### src/rtl/cdr_acq_pkg.sv
// Shared types and conventions for the CDR acquisition sequencer.
package cdr_acq_pkg;

    typedef enum logic [1:0] {
        IDLE  = 2'd0,
        FACQ  = 2'd1,
        PACQ  = 2'd2,
        TRACK = 2'd3
    } state_t;

    localparam int GAIN_W = 4;

    // A late decision (pd_sign=1) pushes the window sum up by one.
    localparam logic PD_LATE = 1'b1;

    function automatic int pd_step(input logic pd_sign);
        return (pd_sign == PD_LATE) ? 1 : -1;
    endfunction

endpackage

### src/rtl/cdr_lock_win.sv
// Windowed +/-1 accumulator for the lock detector; the verdict is valid
// combinationally alongside the strobe that closes the window.
module cdr_lock_win
    import cdr_acq_pkg::*;
#(
    parameter int WIN_LOG2   = 8,
    parameter int LOCK_THR   = 32,
    parameter int UNLOCK_THR = 96
) (
    input  logic clk,
    input  logic rst,
    input  logic clr,
    input  logic sample,
    input  logic pd_sign,
    output logic win_done,
    output logic win_good,
    output logic win_bad
);

    localparam int ACC_W = WIN_LOG2 + 2;
    localparam logic [ACC_W-1:0] LOCK_LIM   = ACC_W'(LOCK_THR);
    localparam logic [ACC_W-1:0] UNLOCK_LIM = ACC_W'(UNLOCK_THR);

    logic signed [ACC_W-1:0] acc_q;
    logic signed [ACC_W-1:0] step;
    logic signed [ACC_W-1:0] total;
    logic [ACC_W-1:0]        mag;
    logic [WIN_LOG2-1:0]     idx_q;

    // The closing sample is part of the evaluated total.
    always_comb begin
        step  = ACC_W'(pd_step(pd_sign));
        total = acc_q + step;
        mag   = total[ACC_W-1] ? -total : total;
    end

    assign win_done = sample && (idx_q == '1);
    assign win_good = (mag <= LOCK_LIM);
    assign win_bad  = (mag > UNLOCK_LIM);

    // NOTE: state registers use non-blocking assignments so every flop samples pre-edge values.
    always_ff @(posedge clk or posedge rst) begin
        if (rst) begin
            acc_q <= '0;
            idx_q <= '0;
        end else if (clr) begin
            acc_q <= '0;
            idx_q <= '0;
        end else if (sample) begin
            if (win_done) begin
                acc_q <= '0;
                idx_q <= '0;
            end else begin
                acc_q <= total;
                idx_q <= idx_q + 1'b1;
            end
        end
    end

endmodule

### src/rtl/cdr_acq_ctrl.sv
// Acquisition / gear-shift sequencer for the bang-bang CDR core.
// Optional loss-of-lock event counter enabled by defining CDR_ACQ_LOL_CNT_EN.
module cdr_acq_ctrl
    import cdr_acq_pkg::*;
#(
    parameter int               WIN_LOG2   = 8,
    parameter int               ACQ_DWELL  = 4096,
    parameter int               LOCK_THR   = 32,
    parameter int               UNLOCK_THR = 96,
    parameter int               LOCK_WINS  = 4,
    parameter int               MAX_WINS   = 64,
    parameter logic [GAIN_W-1:0] KP_F      = 4'd2,
    parameter logic [GAIN_W-1:0] KP_P      = 4'd4,
    parameter logic [GAIN_W-1:0] KP_T      = 4'd6,
    parameter logic [GAIN_W-1:0] KI_F      = 4'd6,
    parameter logic [GAIN_W-1:0] KI_P      = 4'd9,
    parameter logic [GAIN_W-1:0] KI_T      = 4'd12
) (
    input  logic              clk,
    input  logic              rst,
    input  logic              en,
    input  logic              sample_en,
    input  logic              pd_sign,
    output logic [GAIN_W-1:0] kp_shift,
    output logic [GAIN_W-1:0] ki_shift,
    output logic              int_freeze,
    output logic              int_clr,
    output logic              lock,
    output logic [1:0]        state,
    output logic [3:0]        retry_cnt,
    output logic [7:0]        lol_cnt
);

    localparam int DWELL_W = 16;
    localparam int RUN_W   = $clog2(LOCK_WINS + 1);
    localparam int WINS_W  = $clog2(MAX_WINS + 1);

    state_t              state_q, state_d;
    logic [DWELL_W-1:0]  dwell_q, dwell_d;
    logic [RUN_W-1:0]    run_q, run_d;
    logic [WINS_W-1:0]   wins_q, wins_d;
    logic [3:0]          retry_d;
    logic                clr_d;
    logic                in_win, win_sample, win_clr;
    logic                win_done, win_good, win_bad;

    // The window only runs in PACQ/TRACK and is held empty everywhere else.
    assign in_win     = (state_q == PACQ) || (state_q == TRACK);
    assign win_sample = en && sample_en && in_win;
    assign win_clr    = !en || !in_win;

    cdr_lock_win #(
        .WIN_LOG2   (WIN_LOG2),
        .LOCK_THR   (LOCK_THR),
        .UNLOCK_THR (UNLOCK_THR)
    ) u_win (
        .clk      (clk),
        .rst      (rst),
        .clr      (win_clr),
        .sample   (win_sample),
        .pd_sign  (pd_sign),
        .win_done (win_done),
        .win_good (win_good),
        .win_bad  (win_bad)
    );

    // NOTE: every signal gets a default first so this block never infers a latch.
    always_comb begin
        state_d = state_q;
        dwell_d = dwell_q;
        run_d   = run_q;
        wins_d  = wins_q;
        retry_d = retry_cnt;
        clr_d   = 1'b0;
        if (!en) begin
            state_d = IDLE;
            dwell_d = '0;
            run_d   = '0;
            wins_d  = '0;
            retry_d = '0;
        end else begin
            unique case (state_q)
                IDLE: begin
                    state_d = FACQ;
                    clr_d   = 1'b1;
                    dwell_d = '0;
                end
                FACQ: begin
                    if (sample_en) begin
                        if (dwell_q == DWELL_W'(ACQ_DWELL - 1)) begin
                            state_d = PACQ;
                            dwell_d = '0;
                            run_d   = '0;
                            wins_d  = '0;
                        end else begin
                            dwell_d = dwell_q + 1'b1;
                        end
                    end
                end
                PACQ: begin
                    // Reaching lock wins over a simultaneous window-budget timeout.
                    if (win_done) begin
                        if (win_good && run_q == RUN_W'(LOCK_WINS - 1)) begin
                            state_d = TRACK;
                            run_d   = '0;
                            wins_d  = '0;
                        end else if (wins_q == WINS_W'(MAX_WINS - 1)) begin
                            state_d = FACQ;
                            clr_d   = 1'b1;
                            run_d   = '0;
                            wins_d  = '0;
                            if (retry_cnt != 4'hF) retry_d = retry_cnt + 4'd1;
                        end else begin
                            wins_d = wins_q + 1'b1;
                            run_d  = win_good ? run_q + 1'b1 : '0;
                        end
                    end
                end
                TRACK: begin
                    if (win_done && win_bad) begin
                        state_d = FACQ;
                        clr_d   = 1'b1;
                        dwell_d = '0;
                    end
                end
                default: state_d = IDLE;
            endcase
        end
    end

    always_ff @(posedge clk or posedge rst) begin
        if (rst) begin
            state_q    <= IDLE;
            dwell_q    <= '0;
            run_q      <= '0;
            wins_q     <= '0;
            retry_cnt  <= '0;
            int_clr    <= 1'b0;
            int_freeze <= 1'b1;
            lock       <= 1'b0;
            kp_shift   <= KP_F;
            ki_shift   <= KI_F;
        end else begin
            state_q    <= state_d;
            dwell_q    <= dwell_d;
            run_q      <= run_d;
            wins_q     <= wins_d;
            retry_cnt  <= retry_d;
            int_clr    <= clr_d;
            int_freeze <= (state_d == IDLE);
            lock       <= (state_d == TRACK);
            case (state_d)
                PACQ:    begin kp_shift <= KP_P; ki_shift <= KI_P; end
                TRACK:   begin kp_shift <= KP_T; ki_shift <= KI_T; end
                default: begin kp_shift <= KP_F; ki_shift <= KI_F; end
            endcase
        end
    end

    assign state = state_q;

`ifdef CDR_ACQ_LOL_CNT_EN
    logic       lol_evt;
    logic [7:0] lol_q;

    // Survives en=0 on purpose; only rst clears the event history.
    assign lol_evt = en && (state_q == TRACK) && win_done && win_bad;

    always_ff @(posedge clk or posedge rst) begin
        if (rst) begin
            lol_q <= '0;
        end else if (lol_evt && lol_q != 8'hFF) begin
            lol_q <= lol_q + 8'd1;
        end
    end

    assign lol_cnt = lol_q;
`else
    assign lol_cnt = '0;
`endif

endmodule

### config.mk
export PLATFORM = sky130hd
export DESIGN_NAME = cdr_acq_ctrl
export DESIGN_NICKNAME = d
export VERILOG_FILES = /design/src/rtl/cdr_acq_pkg.sv /design/src/rtl/cdr_lock_win.sv /design/src/rtl/cdr_acq_ctrl.sv
export SDC_FILE = /design/constraint.sdc
export NUM_CORES = 1
export LEC_CHECK = 0
export ABC_AREA = 1
export CAP_MARGIN = 20
export CELL_PAD_IN_SITES_DETAIL_PLACEMENT = 1
export CELL_PAD_IN_SITES_GLOBAL_PLACEMENT = 2
export CORE_MARGIN = 8
export CORE_UTILIZATION = 35
export DETAILED_ROUTE_END_ITERATION = 10
export PLACE_DENSITY = 0.84
export SYNTH_ARGS = -nofsm -noshare
export SYNTH_HDL_FRONTEND = slang
export SYNTH_SLANG_ARGS = --single-unit
### constraint.sdc
create_clock -name clk -period 2.8 [get_ports clk]
set_input_delay 0.56 -clock clk [delete_from_list [all_inputs] [get_ports clk]]
set_output_delay 0.56 -clock clk [all_outputs]
set_load 0.01 [all_outputs]
; Word level (Yosys, flattened, before mapping)
; Index checks and enable logic that the tools add are counted.
[op_classes]
mux = 50
n_reduce_logical = 15
n_addsub = 7
eq_ne = 21
n_lt_le_gt_ge = 2
[ops]
columns = operator, count
row1 = 2-to-1 mux 16 bit, 4
row2 = 2-to-1 mux 10 bit, 5
row3 = one-hot mux 16 bit (3 select lines), 1
row4 = 2-to-1 mux 7 bit, 6
row5 = 2-to-1 mux 4 bit, 6
row6 = 2-to-1 mux 8 bit, 3
row7 = 2-to-1 mux 3 bit, 7
row8 = "adder 16 x 1 -> 16 bit, second input constant", 1
row9 = "== test 16 x 12 -> 1 bit, second input constant", 1
row10 = 2-to-1 mux 2 bit, 7
row11 = one-hot mux 7 bit (2 select lines), 1
row12 = one-hot mux 3 bit (2 select lines), 2
row13 = adder 10 bit, 1
row14 = "greater-than comparator 10 x 7 -> 1 bit, second input constant", 1
row15 = "less-or-equal comparator 10 x 6 -> 1 bit, second input constant", 1
row16 = negator 10 bit, 1
row17 = "!= test 3 bit, second input constant", 3
row18 = "adder 8 x 1 -> 8 bit, second input constant", 1
row19 = "== test 2 bit, second input constant", 4
row20 = "== test 8 bit, second input constant", 1
row21 = "!= test 2 x 1 -> 1 bit, second input constant", 4
row22 = one-hot mux 2 bit (4 select lines), 1
row23 = one-hot mux 4 bit (2 select lines), 1
row24 = "adder 7 x 1 -> 7 bit, second input constant", 1
row25 = other kinds (20), 31
[word_totals]
output_inout_bits = 25
reg_bits = 61
input_bits = 5
elab_cells = 107

; Logic depth before layout (Yosys ltp)
[depth]
ltp_word = 12
mapped_depth = 22
mapped_depth_nobuf = 22

; Hierarchy
; A second synthesis with hierarchy kept.
[hier_totals]
cells_unflattened = 570
area_unflattened_um2 = 4003.8
[by_module_without_submodules]
columns = mod, area_per_inst_um2, cells_each, instances, seq_area_each_um2
row1 = cdr_acq_ctrl, 2346.0, 320, 1, 979.7
row2 = cdr_lock_win, 1657.8, 250, 1, 450.4

; Worst setup path before layout
; OpenSTA, ideal clock, no wires.
[synth_path]
path_kind = input to register
from = input port pd_sign
to = register dwell_q[4]
arrival_time_ps = 2547
setup_time_ps = 74
cell_stages = 20
required_time_ps = 2726
path_buffers = 1
slack_ps = 179
cell_sequence = inv_1 > ha_1 > nand2_1 > nand2_1 > nand2_1 > nand2_1 > nand2_1 > nand4_1 > nand2_4 > nand2_2 > nand2_1 > nand2_1 > nor2_1 > nand2_1 > nand2_1 > nand2_2 > a21boi_4 > buf_6 > nand2_2 > o21ai_2
[synth_via]
elab_chain_len = 8
[synth_lines]
columns = item, line
row1 = "start, declared", cdr_acq_ctrl.sv:23  ; input logic pd_sign,
row2 = 2-to-1 mux 10 bit *, cdr_acq_pkg.sv:17  ; return (pd_sign == PD_LATE) ? 1 : -1;
row3 = adder 10 bit *, cdr_lock_win.sv:33  ; total = acc_q + step;
row4 = negator 10 bit, cdr_lock_win.sv:34  ; mag = total[ACC_W-1] ? -total : total;
row5 = 2-to-1 mux 10 bit *, cdr_lock_win.sv:34
row6 = greater-than comparator 10 x 7 -> 1 bit *, cdr_lock_win.sv:39  ; assign win_bad = (mag > UNLOCK_LIM);
row7 = logical AND 1 bit *, cdr_acq_ctrl.sv:120  ; if (win_done && win_bad) begin
row8 = != test 3 x 2 -> 1 bit (no line) *, --
row9 = AND reduction 3 bit (no line) *, --
row10 = "end signal, assigned", cdr_acq_ctrl.sv:145  ; dwell_q <= dwell_d;
row11 = "end, declared", cdr_acq_ctrl.sv:39  ; logic [DWELL_W-1:0] dwell_q, dwell_d;
; Mark *: on every way between the ends. The rest lies on a longest branch, timed or not.
; A chain may end at the register's enable or synchronous reset.

; Worst setup path in the final report
[layout_path]
from = input port pd_sign
to = register dwell_q[10]
; The elaborated chain is that of the path after synthesis.

==> load_flow_metrics.sql <==
INSERT INTO impl_metrics (metric_group, metric, value, unit) VALUES
('run_status', 'status', 'finished clean', ''),
('yosys', 'seq_area_frac_synth', '35.3', '%'),
('yosys', 'synth_largest_type_area_fraction', '33.4', '%'),
('yosys', 'synth_ff_type', 'sky130_fd_sc_hd__dfrtp_1', ''),
('critical_path', 'reg2reg_to', 'dwell_q[10]', ''),
('yosys', 'synth-async-reset-ratio', '100', '%'),
('sta', 'maxClockFrequency', '369', 'MHz'),
('sta', 'rsz_0062_raised_after_global_routing', 'yes', ''),
('sta', 'timing_max_transition_violations_final', '0', ''),
('sta', 'final_critical_path_setup_slack', '0.0888', 'ns'),
('detailed_routing', 'detail_route.first_pass.iterations', '4', ''),
('pwr', 'power_density', '382', 'nW/um^2'),
('yosys', 'synth.ff_latch_count', '57', ''),
('job', 'timing.max_cap.violations', '0', ''),
('yosys', 'yosys-top-cells-area', 'sky130_fd_sc_hd__dfrtp_1 33%, sky130_fd_sc_hd__nand2_1 11%, sky130_fd_sc_hd__inv_1 6.8%', ''),
('global_routing', 'groute.layer.met3.usage', '2.60', '%'),
('detailed_routing', 'via_count', '3804', ''),
('pwr', 'power.static_leakage', '2.52', 'nW'),
('critical_path', 'path_depth', '21', ''),
('clocking', 'clockBufferDepth', '2', ''),
('cells_and_area', 'fraction_of_layout_instances_using_a_drive_strength_above_1', '33.0', '%'),
('cells_and_area', 'final_net_count', '638', ''),
('sta', 'portion_of_the_clock_cycle_consumed_by_the_worst_path_in_the_final_layout', '96.8', '%'),
('global_routing', 'largest_net_degree_at_the_start_of_global_routing', '46', ''),
('yosys', 'synth.cells.most_frequent', '117 x sky130_fd_sc_hd__nand2_1, 73 x sky130_fd_sc_hd__inv_1, 54 x sky130_fd_sc_hd__dfrtp_1, 43 x sky130_fd_sc_hd__nor2_1, 35 x sky130_fd_sc_hd__nand3_1', ''),
('place', 'gp_congestion', '0.780', ''),
('sta', 'finalWorstPathRequiredPeriod', '2.71', 'ns'),
('sta', 'worst_skew', '0.00705', 'ns'),
('floorplan', 'die_area', '15300', 'um^2'),
('pwr', 'total_power', '2.10', 'mW'),
('critical_path', 'crit_chain', 'buf_8, clkinvlp_4, buf_12, ha_4, nand2_4, nor2_4, nand3_2, nand4_1, nand2_4, nand2_4, nand2_2, nand2_2, nand3_4, nor2_4, nand2_1, nand2_2, a21boi_4, buf_12, clkbuf_16, nand2_2, o21ai_2', ''),
('detailed_routing', 'finalWirelength', '11.9', 'mm'),
('global_routing', 'met2_usage', '30.9', '%'),
('clocking', 'cts_buffers', '9', ''),
('clocking', 'clock_tree_from_tritoncts', 'done', ''),
('sta', 'setup_viol', '0', ''),
('critical_path', 'critical_path_required', '3.01', 'ns'),
('global_routing', 'gr-usage-all-layers', '16.3', '%'),
('critical_path', 'cp_top_family', 'simple AND/OR/NAND/NOR gates', ''),
('yosys', 'ys.warnings.count', '0', ''),
('hold_path', 'min-delay-path-class', 'register to register', ''),
('detailed_routing', 'postRouteAntennaNets', '0', ''),
('critical_path', 'worst-r2r-cell-count', '20', ''),
('detailed_routing', 'post_drt_via_cell_ratio', '4.98', ''),
('clocking', 'clk_transition_reported_paths', '0.05', 'ns'),
('critical_path', 'critPathKind', 'input port to register', ''),
('critical_path', 'cp-start-kind', 'input port', ''),
('yosys', 'netlist-cell-type-count', '41', ''),
('floorplan', 'die_extent_in_x', '124', 'um'),
('yosys', 'netlist_instances', '539', ''),
('clocking', 'clock_tree.htree_level_count', '3', ''),
('sta', 'hold_viol_final', '0', ''),
('place', 'hpwl_after_detailed_placement', '8.46', 'mm'),
('critical_path', 'cp_data_arrival_time', '2.92', 'ns'),
('floorplan', 'die_h', '124', 'um'),
('cells_and_area', 'area_growth', '35.9', '%'),
('clocking', 'tritoncts_num_sinks', '57', ''),
('yosys', 'synthMostInstantiatedCell', 'sky130_fd_sc_hd__nand2_1', ''),
('critical_path', 'critPathBufInv', '5', ''),
('clocking', 'clk-insertion-delay-late', '0.32', 'ns'),
('yosys', 'yosys.area.top_type', 'sky130_fd_sc_hd__dfrtp_1', ''),
('place', 'buffer_ports.inserted', '19', ''),
('place', 'pre_cts_setup_slack', '-0.807', 'ns'),
('cells_and_area', 'diodes', '0', ''),
('critical_path', 'critical_path.reg2reg.startpoint', 'u_win.acc_q[1]', ''),
('critical_path', 'crit_end', 'dwell_q[10]', ''),
('critical_path', 'source_of_the_critical_timing_path', 'pd_sign', ''),
('critical_path', 'critical_path.endpoint_type', 'register', ''),
('critical_path', 'cpPeakStageDelay', '0.29', 'ns'),
('global_routing', 'grtUsageMet1', '18.4', '%'),
('critical_path', 'crit_path_frequent_cell', 'sky130_fd_sc_hd__nand2_2', '');
[report_power, final]
part           switching (mW)  leakage [nW]  internal [mW]  total [mW]
Combinational           0.146          1.60         0.0980       0.244
Clock                   0.378         0.136          0.644        1.02
Sequential            0.00270         0.782          0.829       0.832
[worst min-delay path: stages, from the launching register on]
cell and delay [ns]:
sky130_fd_sc_hd__dfrtp_1 0.34, sky130_fd_sc_hd__nand2_1 0.05, sky130_fd_sc_hd__o21ai_1 0.06
[kinds of logic (layout without fill, tap and decap cells)]
kind of cell / Yosys count / after routing / share of synthesized area (%)
simple gates: 287 / 288 / 34.2
buf+inv: 101 / 173 / 11.1
flops: 57 / 57 / 35.3
compound gates: 55 / 55 / 9.31
xor+xnor: 21 / 21 / 4.55
fa+ha+maj: 17 / 17 / 5.44
other cells: 1 / 10 / 0.0927
[flip-flops by register name, indices dropped and copies added (netlist names)]
name,cells
int_freeze,1
u_win.idx_q,8
lock,1
wins_q,7
retry_cnt,4
kp_shift,1
int_clr,1
state,2
u_win.acc_q,10
run_q,3
ki_shift,3
dwell_q,16
[worst min path at each step]
stage,startpoint,depth (start not counted),slack [ns],end
after CTS,run_q[1],2,0.50,run_q[1]
after detailed placement,run_q[1],2,0.48,run_q[1]
after global placement,run_q[0],1,0.47,run_q[0]
final,run_q[1],2,0.49,run_q[1]
after floorplan,run_q[0],1,0.45,run_q[0]
after global routing,run_q[0],1,0.51,run_q[0]
[stage by stage]
stage | hold slack, ns | instance area, um^2 | setup TNS [ns] | cells | utilization, %
after floorplan | 0.453 | 4080 | 0 | 548 | -
after global placement | 0.469 | 4630 | -21.98 | 728 | 40.7
after detailed placement | 0.484 | 4630 | -26.44 | 728 | 40.7
after CTS | 0.497 | 5240 | 0 | 758 | 46.1
after global routing | 0.515 | 5500 | -1.10 | 764 | 48.4
final | 0.492 | 5500 | 0 | 764 | 48.4
[cell usage in the layout, fill, tap and decap left out, types with 5 or more instances in the layout]
| cell type | n |
|---|---|
| sky130_fd_sc_hd__inv_1 | 66 |
| sky130_fd_sc_hd__inv_2 | 12 |
| sky130_fd_sc_hd__nor2_2 | 5 |
| sky130_fd_sc_hd__nand2_4 | 16 |
| sky130_fd_sc_hd__nand4_1 | 12 |
| sky130_fd_sc_hd__nor4_1 | 10 |
| sky130_fd_sc_hd__buf_4 | 47 |
| sky130_fd_sc_hd__conb_1 | 10 |
| sky130_fd_sc_hd__dfrtp_1 | 54 |
| sky130_fd_sc_hd__clkbuf_16 | 10 |
| sky130_fd_sc_hd__nor2_1 | 37 |
| sky130_fd_sc_hd__xor2_1 | 17 |
| sky130_fd_sc_hd__o21ai_2 | 15 |
| sky130_fd_sc_hd__nor3_1 | 20 |
| sky130_fd_sc_hd__nand3_1 | 29 |
| sky130_fd_sc_hd__ha_1 | 8 |
| sky130_fd_sc_hd__o22ai_1 | 6 |
| sky130_fd_sc_hd__clkdlybuf4s50_1 | 18 |
| sky130_fd_sc_hd__ha_4 | 8 |
| sky130_fd_sc_hd__nand2_1 | 86 |
| sky130_fd_sc_hd__nand3b_1 | 6 |
| sky130_fd_sc_hd__o21ai_0 | 14 |
| sky130_fd_sc_hd__nor2_4 | 8 |
| sky130_fd_sc_hd__nand3_2 | 8 |
| sky130_fd_sc_hd__nand2_2 | 46 |
| sky130_fd_sc_hd__buf_12 | 5 |
[layer usage]
layer	vias to the layer above	share of wire, %
met5	-	0
met4	0	1.4
met3	15	1.2
met2	20	55
met1	1890	43
li1	1879	-
[what timing repair did]
item | in CTS | in global routing
pin swaps | 16 | 40
gates resized for setup | 48 | 59
cloned | 2 | 1
buffers inserted | 12 | 7
endpoints found under the setup margin | 38 | 37
[area by class of cell]
cell class                 count  area, um^2
inverter                      81         308
timing repair buffer          76         722
clock inverter                 3        17.5
tap                          143         179
sequential                    57        1430
multi-input combinational    391        2580
fill                        1378        5870
clock buffer                  13         260
No activity file was read; power rests on OpenSTA's default activity.
